### config.mk
export PLATFORM = sky130hd
export DESIGN_NAME = led_scan_controller
export DESIGN_NICKNAME = d
export VERILOG_FILES = /design/src/rtl/led_scan_controller.sv
export SDC_FILE = /design/constraint.sdc
export NUM_CORES = 1
export LEC_CHECK = 0
export ABC_AREA = 1
export BUFFER_PORTS_ARGS = -buffer_cell sky130_fd_sc_hd__clkbuf_2
export CAP_MARGIN = 0
export CORE_MARGIN = 1.5
export CORE_UTILIZATION = 53
export DETAILED_ROUTE_END_ITERATION = 12
export PLACE_DENSITY = 0.75
export REMOVE_ABC_BUFFERS = 1
export SLEW_MARGIN = 20
export SYNTH_ARGS = -nofsm -noshare
export SYNTH_HDL_FRONTEND = slang
export SYNTH_SLANG_ARGS = --single-unit
### constraint.sdc
create_clock -name clk -period 1.65 [get_ports clk]
set_input_delay 0.2475 -clock clk [delete_from_list [all_inputs] [get_ports clk]]
set_output_delay 0.2475 -clock clk [all_outputs]
set_load 0.02 [all_outputs]
### src/rtl/led_scan_controller.sv
// Scan controller: multiplexes an active digit file onto one shared hex decoder, with a dead-time GAP between slots.
// Latency: outputs are registered, and a commit becomes visible in the first slot-0 cycle after the frame_tick GAP.
// Backpressure: wr_ready drops only in the commit cycle. Define LED_SCAN_LZB_EN to enable leading-zero blanking.
module led_scan_controller #(
    parameter int DIGITS   = 4,
    parameter int SCAN_DIV = 1000
) (
    input  logic                      clk,
    input  logic                      rst,
    input  logic                      wr_valid,
    output logic                      wr_ready,
    input  logic [$clog2(DIGITS)-1:0] wr_index,
    input  logic [3:0]                wr_value,
    input  logic                      update_req,
    output logic                      update_pending,
    output logic [3:0]                hex,
    output logic [DIGITS-1:0]         digit_sel,
    output logic                      blank,
    output logic                      frame_tick
);
    localparam int IW = $clog2(DIGITS);
    localparam int PW = $clog2(SCAN_DIV);

    typedef enum logic {SCAN, GAP} state_t;

    state_t        state;
    logic [IW-1:0] slot;
    logic [PW-1:0] presc;
    logic [3:0]    shadow    [DIGITS];
    logic [3:0]    active    [DIGITS];
    logic [3:0]    active_nx [DIGITS];
    logic          commit;
    logic          scan_blank;

    // frame_tick is high for exactly the frame-end GAP cycle, so this marks the commit cycle
    assign commit   = frame_tick && update_pending;
    assign wr_ready = !commit;

    always_comb begin
        for (int i = 0; i < DIGITS; i++) begin
            active_nx[i] = commit ? shadow[i] : active[i];
        end
    end

`ifdef LED_SCAN_LZB_EN
    logic [DIGITS-1:0] lz;
    logic              zero_run;

    always_comb begin
        lz       = '0;
        zero_run = 1'b1;
        for (int i = DIGITS - 1; i >= 0; i--) begin
            zero_run = zero_run && (active_nx[i] == 4'd0);
            lz[i]    = zero_run;
        end
        lz[0] = 1'b0;
    end

    assign scan_blank = lz[slot];
`else
    assign scan_blank = 1'b0;
`endif

    always_ff @(posedge clk or posedge rst) begin
        if (rst) begin
            state          <= SCAN;
            slot           <= '0;
            presc          <= '0;
            update_pending <= 1'b0;
            digit_sel      <= '0;
            hex            <= 4'd0;
            blank          <= 1'b1;
            frame_tick     <= 1'b0;
            for (int i = 0; i < DIGITS; i++) begin
                shadow[i] <= 4'd0;
                active[i] <= 4'd0;
            end
        end else begin
            if (wr_valid && wr_ready && (int'(wr_index) < DIGITS)) begin
                shadow[wr_index] <= wr_value;
            end
            for (int i = 0; i < DIGITS; i++) begin
                active[i] <= active_nx[i];
            end

            // A request landing on the commit cycle re-arms for the next frame
            if (update_req) begin
                update_pending <= 1'b1;
            end else if (commit) begin
                update_pending <= 1'b0;
            end

            frame_tick <= 1'b0;
            case (state)
                SCAN: begin
                    digit_sel <= DIGITS'(1) << slot;
                    hex       <= active_nx[slot];
                    blank     <= scan_blank;
                    if (presc == PW'(SCAN_DIV - 1)) begin
                        presc <= '0;
                        state <= GAP;
                    end else begin
                        presc <= presc + PW'(1);
                    end
                end
                GAP: begin
                    digit_sel  <= '0;
                    blank      <= 1'b1;
                    frame_tick <= (slot == IW'(DIGITS - 1));
                    slot       <= (slot == IW'(DIGITS - 1)) ? '0 : slot + IW'(1);
                    state      <= SCAN;
                end
                default: state <= SCAN;
            endcase
        end
    end
endmodule

==> impl_metrics.tcl <==
set metrics [dict create \
    status "finished clean" \
    synth_seq_cells 56 \
    leakagePower_nw 1.53 \
    synth_common_cells "nand2_1 (72), dfrtp_1 (55), nand3_1 (38)" \
    cpMostUsedCell "nand2_1" \
    r2r_slack_ns 0.20 \
    skew_ns 0.00527 \
    crit_buf_inv 1 \
    finalSetupViolations 0 \
    die_y_um 72.2 \
    dpl_cell_area_um2 2730 \
    grt_pass1_wl_um 8450 \
    rows 24 \
    synth_cell_types 28 \
    dp_hpwl_um 3520 \
    cts-root-buf "clkbuf_8" \
    worstPathRequired_ns 1.90 \
    grt.overflow.total 0 \
    routed_wl_um 4940 \
    fin_area_um2 2830 \
    r2r_end "presc[8]" \
    grt_max_degree 57 \
    regToRegStartpoint "presc[0]" \
    h-tree-depth 2 \
    synth_largest_area_cell "dfrtp_1" \
    netlist.area_leader.share_pct 54.2 \
    synthArstFlopShare_pct 100 \
    ant_nets 0 \
    syn2layout_area_growth_pct 11.4 \
    io_buffer_count 21 \
    min_path_cells 2 \
    clk_latency_ns 0.31 \
    irDropWorstVdd_v 0.000531 \
    finalPower_mw 2.37 \
    numCtsBuffers 5 \
    grt_pass1_vias 1813 \
    final_nets 331 \
    max_freq_mhz 692 \
    drv_cap 0 \
    ys_seq_area_share_pct 55.2 \
    start_util_pct 56.7 \
    rr_worst_depth 9 \
    antenna_found_initial 0 \
    synthCells 288 \
    clk_pin_slew_ns 0.09 \
    synth_area_leaders "dfrtp_1 (54%), nand2_1 (11%), nand3_1 (7.5%), inv_1 (4.9%), o21ai_0 (3.2%)" \
    finish.utilization_pct 63.2 \
    hp-class "in2reg" \
    cp_slowest_stage_delay_ns 0.39 \
    period_share_pct 87.6 \
    path_cells "ha_1, nand2_1, nor2_1, nand2_1, nor2_2, nand2_1, nand2_1, inv_1, nor2_2" \
    coreArea_um2 4470 \
    cts_tree "built" \
    vias_per_cell 5.19 \
    fp.dieW_um 72.2 \
    drcViolationCount 0 \
    tightest_slew_ns 0.407 \
    hold_violations 0 \
    endpoint_kind "register" \
    whs_endpoint "update_pending" \
    place_congestion 0.886 \
    drv_slew 0 \
    grt_use_total_pct 21.3 \
    relSlewSlack_pct 72.8 \
    rsz0062_at_grt "false" \
    ys.flop_type "dfrtp_1" \
    cts.sinks 56 \
    vias 1914 \
    hold_ws_ns 0.119 \
    dr.pass1.iters 4 \
    min_from "update_req" \
    ioPinCount 22 \
    crit_family "simple AND/OR/NAND/NOR gates" \
    yosysMostFrequentCell "nand2_1" \
    wl_per_cell_um 13.4 \
    diodes 0 \
    crit_arrival_ns 1.70 \
    critPathLaunchType "register" \
    post-route-min-period_ns 1.45 \
    drt_iter0_markers 190 \
    syn_area_per_cell_um2 8.81 \
    clk_path_buf_depth 2 \
    critical-path-slowest-cell "dfrtp_1" \
    power.density_nw_per_um2 837 \
    yosysWarnings 0 \
    synth_edf_count 0 \
    die_area_um2 5210 \
    drive_gt1_share_pct 16.1 \
    critPathKind "reg2reg" \
    fin_setup_tns_ns 0 \
    cts_resized 0 \
    netlist_area_um2 2540 \
    worstPathMaxFanout 4 \
]
## routing by layer
layer	vias up	GRT usage, %	share of wire [%]
li1	975	-	-
met5	-	0	0
met3	7	3.75	3.3
met4	0	9.85	1.9
met1	891	31.2	49
met2	41	30.9	46
## worst max path at each step
stage / from / to / slack (ns) / depth (start not counted)
6_report: presc[0] / presc[8] / 0.20 / 9
5_1_grt: presc[0] / presc[8] / 0.05 / 9
4_1_cts: frame_tick / wr_ready / 0.20 / 3
3_5_place_dp: presc[0] / presc[8] / 0.24 / 9
3_3_place_gp: presc[0] / presc[8] / 0.32 / 9
2_1_floorplan: rst / active[0] / 0.03 / 1
## layout by cell type, fill, tap and decap left out, drive strengths merged, types with 5 or more instances in the layout
cell type | netlist | final
a21oi | 9 | 9
o21ai | 16 | 16
nand3 | 40 | 40
nor3 | 5 | 5
nor2 | 25 | 25
clkbuf | 1 | 29
ha | 5 | 5
nand2 | 75 | 75
dfrtp | 55 | 55
inv | 36 | 36
buf | 7 | 7
## logic make-up (layout without fill, tap and decap cells)
kind of cell / count (synthesis) / in the layout / synth area share [%]
simple gates: 150 / 150 / 27.3
flops: 56 / 56 / 55.2
xor+xnor: 2 / 2 / 0.690
buf+inv: 44 / 73 / 7.64
compound gates: 31 / 31 / 6.70
fa+ha+maj: 5 / 5 / 2.46
## state kept, by name, summed over array words and instances (netlist names)
register	cells
blank	1
state	1
active	16
update_pending	1
presc	10
shadow	16
hex	4
slot	2
frame_tick	1
digit_sel	4
## through the flow
step           cells  setup slack, ns
2_1_floorplan    280           0.0329
3_3_place_gp     360            0.317
3_5_place_dp     360            0.241
4_1_cts          369            0.200
5_1_grt          369           0.0459
6_report         369            0.205
## what timing repair did
action                    in CTS  in global routing
hold buffers                   1                  0
buffers inserted               0                  0
hold endpoints to repair      55                  0
## area by class of cell
cell class,count,area (um2)
flip-flops and latches,56,1400
clock buffers,8,90.1
well taps,52,65.1
fillers,378,1650
repair buffers,29,193
multi-input cells,188,942
inverters,36,135
## power by group
part / total (mW) / internal, mW / switching [mW]
Sequential: 1.47 / 1.44 / 0.0344
Combinational: 0.138 / 0.0486 / 0.0893
Clock: 0.760 / 0.343 / 0.417
No activity file was read; power rests on OpenSTA's default activity.
